--- config.mk ---
export PLATFORM = sky130hd
export DESIGN_NAME = dma_tag_wdog
export DESIGN_NICKNAME = d
export VERILOG_FILES = /design/src/rtl/dma_tag_wdog.sv
export SDC_FILE = /design/constraint.sdc
export NUM_CORES = 1
export LEC_CHECK = 0
export ABC_AREA = 1
export BUFFER_PORTS_ARGS = -buffer_cell sky130_fd_sc_hd__buf_2
export CORE_AREA = 3 3 40 42
export DETAILED_ROUTE_END_ITERATION = 10
export DIE_AREA = 0 0 43 45
export PLACE_DENSITY = 0.46
export SLEW_MARGIN = 20
export SYNTH_ARGS = -nofsm -noshare
export SYNTH_HDL_FRONTEND = slang
export SYNTH_SLANG_ARGS = --single-unit
--- constraint.sdc ---
create_clock -name clk -period 1.9 [get_ports clk]
set_clock_uncertainty 0.1 [all_clocks]
set_input_delay 0.475 -clock clk [delete_from_list [all_inputs] [get_ports clk]]
set_output_delay 0.475 -clock clk [all_outputs]
set_load 0.01 [all_outputs]
--- src/rtl/dma_tag_wdog.sv ---
// Cycle counter shared by the hash-engine watchdog and the post-timeout quiet
// period. Clear wins over enable; the count parks at its terminal value.
module dma_tag_wdog #(
  parameter int TIMEOUT_CYCLES = 64
) (
  input  logic clk,
  input  logic rst_n,
  input  logic clr,
  input  logic en,
  output logic terminal
);

  localparam int CW = (TIMEOUT_CYCLES > 1) ? $clog2(TIMEOUT_CYCLES) : 1;
  localparam logic [CW-1:0] LAST = CW'(TIMEOUT_CYCLES - 1);

  logic [CW-1:0] count_r;
  logic          term_s;

  assign term_s   = (count_r == LAST);
  assign terminal = term_s;

  // Counter register: clear, count while enabled, hold at the terminal value.
  always_ff @(posedge clk or negedge rst_n) begin
    if (!rst_n) begin
      count_r <= {CW{1'b0}};
    end else if (clr) begin
      count_r <= {CW{1'b0}};
    end else if (en && !term_s) begin
      count_r <= count_r + {{(CW-1){1'b0}}, 1'b1};
    end
  end

endmodule

* Word level (Yosys, flattened, before mapping)
Index checks and enable logic that the tools add are counted.
** Storage, ports and cells
- Bits in registers :: 6
- Input port bits :: 4
- Word-level logic and storage cells :: 8
** Cells by class
- Add/subtract/negate cells :: 1
- Equal/unequal tests :: 1
- Multiplexer cells :: 2
- Reductions and logical operators :: 3
** Operators with widths (count)
- $mux W6 :: 2
- $add A6 B1 Y6 const B :: 1
- $eq A6 B6 Y1 const B :: 1
- $reduce_bool A2 Y1 :: 1
- $logic_and A1 B1 Y1 :: 1
- $logic_not A1 Y1 :: 1

* Longest topological paths before layout
Gate-level depths: netlist of run 1.
- Word-level depth :: 5
- Mapped depth :: 8
- Depth with buffers taken out :: 8

* Least setup slack after synthesis of run 1
No wires, ideal clock.
- Path kind :: reg-to-output
- Start :: reg count_r[0]
- End :: out terminal
- Arrival time :: 0.921 ns
- Slack :: 0.404 ns
- Cell stages (with the launch flop) :: 6
- Path buffers :: 0
- Path through :: dfrtp_1 > ha_1 > nand2_2 > nor2_4 > nand2_4 > inv_1
** On the way
- Word-level cells in the longest chain between the ends :: 1
** RTL lines
- start, declared :: line 16 : logic [CW-1:0] count_r;
- start signal, assigned :: line 25 : count_r <= {CW{1'b0}};
- start signal, assigned :: line 27 : count_r <= {CW{1'b0}};
- start signal, assigned :: line 29 : count_r <= count_r + {{(CW-1){1'b0}}, 1'b1};
- $eq A6 B6 Y1 :: line 19 : assign term_s = (count_r == LAST);
- end, declared :: line 10 : output logic terminal
Every way passes these cells.

* Worst setup path after layout of run 1
Ends and elaborated chain as after synthesis.

==> results of run 1 <==
cell type report:
cell class / instances / share of cell area [%]
multi-input cells: 38 / 44.6
well taps: 15 / 3.85
repair buffers: 7 / 9.23
inverters: 9 / 6.92
flip-flops and latches: 6 / 30.8
clock buffers: 3 / 4.62
cells in the mapped netlist:
cell type / n
nand2_1: 12
nand3_1: 9
inv_1: 8
dfrtp_1: 6
nor2_1: 6
nand2_2: 2
nand2_4: 2
nor3_1: 2
ha_1: 1
inv_2: 1
nand2_8: 1
nand4_1: 1
nor2_4: 1
o21bai_1: 1
cell usage in the layout (no fill, tap or decap), types with 2 or more instances in the layout:
master	instances
buf_2	4
buf_4	2
clkbuf_4	3
dfrtp_1	6
inv_1	8
nand2_1	12
nand2_2	2
nand2_4	2
nand3_1	9
nor2_1	6
nor3_1	2
cells by family (layout without fill, tap and decap cells):
group           count (synthesis)  count (layout)
flops                           6               6
compound gates                  1               1
buf+inv                         9              19
simple gates                   36              36
fa+ha+maj                       1               1
worst register-to-register path, stage by stage, from the launching register on:
cell	delay, ns
dfrtp_1	0.38
ha_2	0.20
nand2_2	0.08
nor2_4	0.11
nand2_4	0.05
buf_4	0.15
nand2_8	0.08
nand2_4	0.06
nand2_1	0.07
nand2_1	0.05
what timing repair did:
item,CTS,global route
hold buffers,1,0
setup buffers,0,2
gates resized for setup,0,1
setup endpoints to repair,0,1
endpoints found under the hold margin,6,0
where the power goes:
part	leakage, nW	internal (mW)	switching (mW)	total [mW]
Sequential	0.0818	0.134	0.00529	0.139
Clock	0.0138	0.0711	0.0409	0.112
Combinational	0.186	0.0135	0.0206	0.0341
per-layer routing:
layer | share of wire [%] | up-vias
met2 | 45 | 4
met3 | 3.6 | 0
met1 | 51 | 153
met4 | 0 | 0
li1 | - | 190
met5 | 0 | -
worst max path at each step:
stage,startpoint,to,slack [ns],depth (start not counted)
6_report,count_r[0]$_DFFE_PN0P_,terminal,0.12,6
5_1_grt,count_r[1]$_DFFE_PN0P_,terminal,0.04,6
4_1_cts,count_r[0]$_DFFE_PN0P_,terminal,0.03,6
3_5_place_dp,count_r[0]$_DFFE_PN0P_,terminal,0.30,6
3_3_place_gp,count_r[0]$_DFFE_PN0P_,terminal,0.30,6
2_1_floorplan,count_r[0]$_DFFE_PN0P_,terminal,0.40,5
==> results.json, run 1 <==
{
  "outcome": "finished clean",
  "n_antenna_cell": 0,
  "holdWs_ns": 0.432,
  "crit_family": "flip-flops",
  "busiest_layer": "met2",
  "final_layout_size_suffix_gt1_share_pct": 27.0,
  "r2r-end": "count_r[2]$_DFFE_PN0P_",
  "grt_pass1_vias": 320,
  "htree_levels": 1,
  "gr-total-overflow": 0,
  "crit_required_ns": 1.32,
  "totalWireLength_microns": 754,
  "rsz0062_at_grt": "false",
  "dpl-instance-area_sq_um": 438,
  "crit_type": "flop to primary output",
  "io_pins": 5,
  "regMostFlops": "count_r",
  "io_buffers": 4,
  "tritoncts": "done",
  "rrSetupSlack_ns": 0.46,
  "hold_viol": 0,
  "synth_top_family_by_area": "simple AND/OR/NAND/NOR gates",
  "ys_top_cells_by_area": "dfrtp_1 38%, nand3_1 11%, nand2_1 11%, inv_1 7.5%, nand2_4 5.6%",
  "die_w_microns": 43,
  "tightest_slew_ns": 0.289,
  "multi_input_area_sq_um": 218,
  "cts-root-buf": "clkbuf_4",
  "synth_nets": 58,
  "fillers": 137,
  "yosysSeqAreaShare_pct": 37.6,
  "relSlewSlack_pct": 80.7,
  "first_pass_iters": 4,
  "top_regs": "count_r: 6 flops",
  "p_leak_nw": 0.281,
  "grt_max_degree": 9,
  "ys_seq_elements": 6,
  "worstHoldPathCells": 2,
  "nets": 70,
  "ant_nets": 0,
  "cp.arrival_ns": 1.21,
  "register_area_sq_um": 150,
  "antenna_found_initial": 0,
  "worst-path-buf-inv": 2,
  "start_util_pct": 31.1,
  "clk_pin_slew_ns": 0.04,
  "min_to": "count_r[3]$_DFFE_PN0P_",
  "r2r_cells": 9,
  "min_from": "count_r[3]$_DFFE_PN0P_",
  "yosys.area_share.adder_pct": 3.13,
  "largest_reg_flops": 6,
  "final_cell_area_sq_um": 488,
  "synth_compound_area_share_pct": 1.88,
  "cp_slowest_stage_delay_ns": 0.38,
  "globalplace.congestion": 0.718,
  "worst_setup_path_end_kind": "primary output",
  "die_y_microns": 45,
  "cts_sinks": 6,
  "worst-path-max-fanout": 4,
  "yosys.area_share.xor_xnor_pct": 0,
  "use_met2_pct": 12.6,
  "instances_no_fill": 78,
  "vias": 347,
  "wire_per_inst_microns": 9.67,
  "min_period_over_period_pct": 93.8,
  "grt_use_met3_pct": 2.79,
  "crit_chain": "ha_2, nand2_2, nor2_4, nand2_4, inv_1, buf_2",
  "synth_top_area_share_pct": 37.6,
  "drt_iter0_drc": 11,
  "syn_to_final_growth_pct": 22.3,
  "drcViolationCount": 0,
  "cts_buffer_depth": 2,
  "synth_area_sq_um": 399,
  "track_usage_pct": 9.21,
  "synth_cell_types": 14,
  "row_count": 13,
  "die_area_sq_um": 1940,
  "start_kind": "flop",
  "maxCapViolCount": 0,
  "layout_setup_ws_ns": 0.117,
  "numCtsBuffers": 3,
  "ir_drop_uv": 271,
  "synth_mux_area_share_pct": 0,
  "placed_cells": 72,
  "synth-simple-area-share_pct": 48.9,
  "insertion_delay_ns": 0.24,
  "finalSetupTns_ns": 0,
  "hp-class": "flop to flop",
  "vias_per_cell": 4.45,
  "synthCells": 53,
  "final_util_pct": 38.0,
  "place_ws_ns": 0.301,
  "final_max_slew_viol_count": 0,
  "grt_pass1_wl_microns": 1300,
  "max_clock_freq_mhz": 561,
  "p_total_mw": 0.285,
  "r2r_start": "count_r[0]$_DFFE_PN0P_",
  "cp_slowest_cell": "dfrtp_1",
  "place_hpwl_microns": 579,
  "grt_use_met1_pct": 12.0,
  "fin_crit_ns": 1.78,
  "power_density_nw_per_um2": 585,
  "setup_viol": 0,
  "yosys_warnings": 0,
  "avgSynthCellArea_sq_um": 7.53,
  "core-area_sq_um": 1280,
  "yosys.area.top_type": "dfrtp_1"
}
Note: power is estimated with default switching activity, not from simulation.
==> run 2, diff against run 1 <==
- CORE_AREA: 3 3 40 42 -> not set
- CORE_MARGIN: not set -> 3
- CORE_UTILIZATION: not set -> 30
- DIE_AREA: 0 0 43 45 -> not set
==> results.json, run 2 (synthesized netlist as in run 1, its figures left out) <==
{
  "first_pass_iters": 4,
  "ant_nets": 0,
  "drt_iter0_drc": 3,
  "crit_required_ns": 1.32,
  "cts_sinks": 6,
  "globalplace.congestion": 0.724,
  "wire_per_inst_microns": 9.09,
  "outcome": "finished clean",
  "start_kind": "flop",
  "r2r_cells": 9,
  "regMostFlops": "count_r",
  "core-area_sq_um": 1170,
  "hp-class": "flop to flop",
  "placed_cells": 71,
  "place_hpwl_microns": 572,
  "worst_setup_path_end_kind": "primary output",
  "worst-path-max-fanout": 4,
  "io_buffers": 4,
  "htree_levels": 1,
  "rrSetupSlack_ns": 0.45,
  "final_cell_mix": "12 x nand2_1, 9 x nand3_1, 8 x inv_1, 6 x nor2_1, 6 x dfrtp_1",
  "p_leak_nw": 0.276,
  "cts-root-buf": "clkbuf_4",
  "worstSetupEndpoint": "terminal",
  "power_density_nw_per_um2": 592,
  "dpl-instance-area_sq_um": 437,
  "numCtsBuffers": 3,
  "die_w_microns": 42.5,
  "clk_pin_slew_ns": 0.04,
  "antenna_found_initial": 0,
  "max_clock_freq_mhz": 555,
  "die_area_sq_um": 1800,
  "relSlewSlack_pct": 80.5,
  "grt_max_degree": 9,
  "grt_pass1_vias": 278,
  "cts_buffer_depth": 2,
  "nets": 69,
  "largest_reg_flops": 6,
  "crit_type": "flop to primary output",
  "grt_pass1_wl_microns": 1140,
  "totalWireLength_microns": 691,
  "drcViolationCount": 0,
  "vias_per_cell": 4.51,
  "instances_no_fill": 76,
  "r2r_start": "count_r[0]$_DFFE_PN0P_",
  "gr-total-overflow": 0,
  "top_regs": "count_r: 6 flops",
  "syn_to_final_growth_pct": 20.1,
  "final_layout_size_suffix_gt1_share_pct": 25.8,
  "ir_drop_uv": 271,
  "row_count": 12,
  "start_util_pct": 34.1,
  "rsz0062_at_grt": "false",
  "setup_viol": 0,
  "final_util_pct": 40.9,
  "layout_commonest_cell": "nand2_1",
  "worstSetupStartpoint": "count_r[0]$_DFFE_PN0P_",
  "fin_crit_ns": 1.80,
  "insertion_delay_ns": 0.24,
  "io_pins": 5,
  "maxCapViolCount": 0,
  "min_period_over_period_pct": 94.8,
  "final_cell_area_sq_um": 479,
  "track_usage_pct": 8.78,
  "vias": 343,
  "r2r-end": "count_r[3]$_DFFE_PN0P_",
  "cp.arrival_ns": 1.23,
  "final_max_slew_viol_count": 0,
  "tightest_slew_ns": 0.292,
  "finalSetupTns_ns": 0,
  "hold_viol": 0,
  "n_antenna_cell": 0,
  "die_y_microns": 42.5,
  "tritoncts": "done"
}
-- run 2: cell types whose count changed in the layout (fill, tap and decap cells not counted) --
cell,change
buf_4,-1
-- run 2: worst min path at each step --
stage	slack (ns)	to	from	cells after the start
detailed placement	0.20	count_r[3]$_DFFE_PN0P_	rst_n	1
CTS	0.44	count_r[1]$_DFFE_PN0P_	count_r[1]$_DFFE_PN0P_	2
global placement	0.20	count_r[4]$_DFFE_PN0P_	rst_n	1
finish	0.44	count_r[3]$_DFFE_PN0P_	count_r[3]$_DFFE_PN0P_	2
floorplan	0.08	count_r[0]$_DFFE_PN0P_	rst_n	0
global route	0.46	count_r[4]$_DFFE_PN0P_	count_r[4]$_DFFE_PN0P_	2
-- run 2: where the power goes --
| group | leakage (nW) | internal (mW) | switching (mW) |
|---|---|---|---|
| combinational | 0.180 | 0.0133 | 0.0201 |
| clock | 0.0138 | 0.0710 | 0.0397 |
| sequential | 0.0818 | 0.134 | 0.00551 |
-- run 2: cell type report --
class,instances,area [sq um]
fill,127,692
multi-input combinational,38,218
sequential,6,150
timing repair buffer,6,37.5
inverter,9,33.8
clock buffer,3,22.5
tap,14,17.5
-- run 2: routing by layer --
metal	track usage (%)	vias to the layer above	wire, microns
met5	0	-	0
met4	9.32	0	6
met3	3.00	2	25
met2	10.3	4	309
met1	11.4	150	349
li1	-	187	-
-- run 2: worst max-delay path: stages, from the launching register on --
cell     delay, ns
dfrtp_1       0.38
ha_2          0.20
nand2_2       0.08
nor2_4        0.12
nand2_4       0.06
inv_1         0.04
buf_2         0.11
-- run 2: per-stage QoR --
stage | power [mW] | hold slack [ns] | setup WS (ns)
3_5_place_dp | 0.173 | 0.204 | 0.289
3_3_place_gp | 0.174 | 0.205 | 0.301
4_1_cts | 0.292 | 0.444 | 0.0232
6_report | 0.284 | 0.443 | 0.0996
2_1_floorplan | 0.160 | 0.0794 | 0.404
5_1_grt | 0.304 | 0.462 | 0.0227
-- run 2: repair_timing --
action,4_1_cts,5_1_grt
hold buffers,1,0
endpoints found under the hold margin,6,0
gates resized for setup,0,1
setup buffers,0,1
endpoints found under the setup margin,0,1
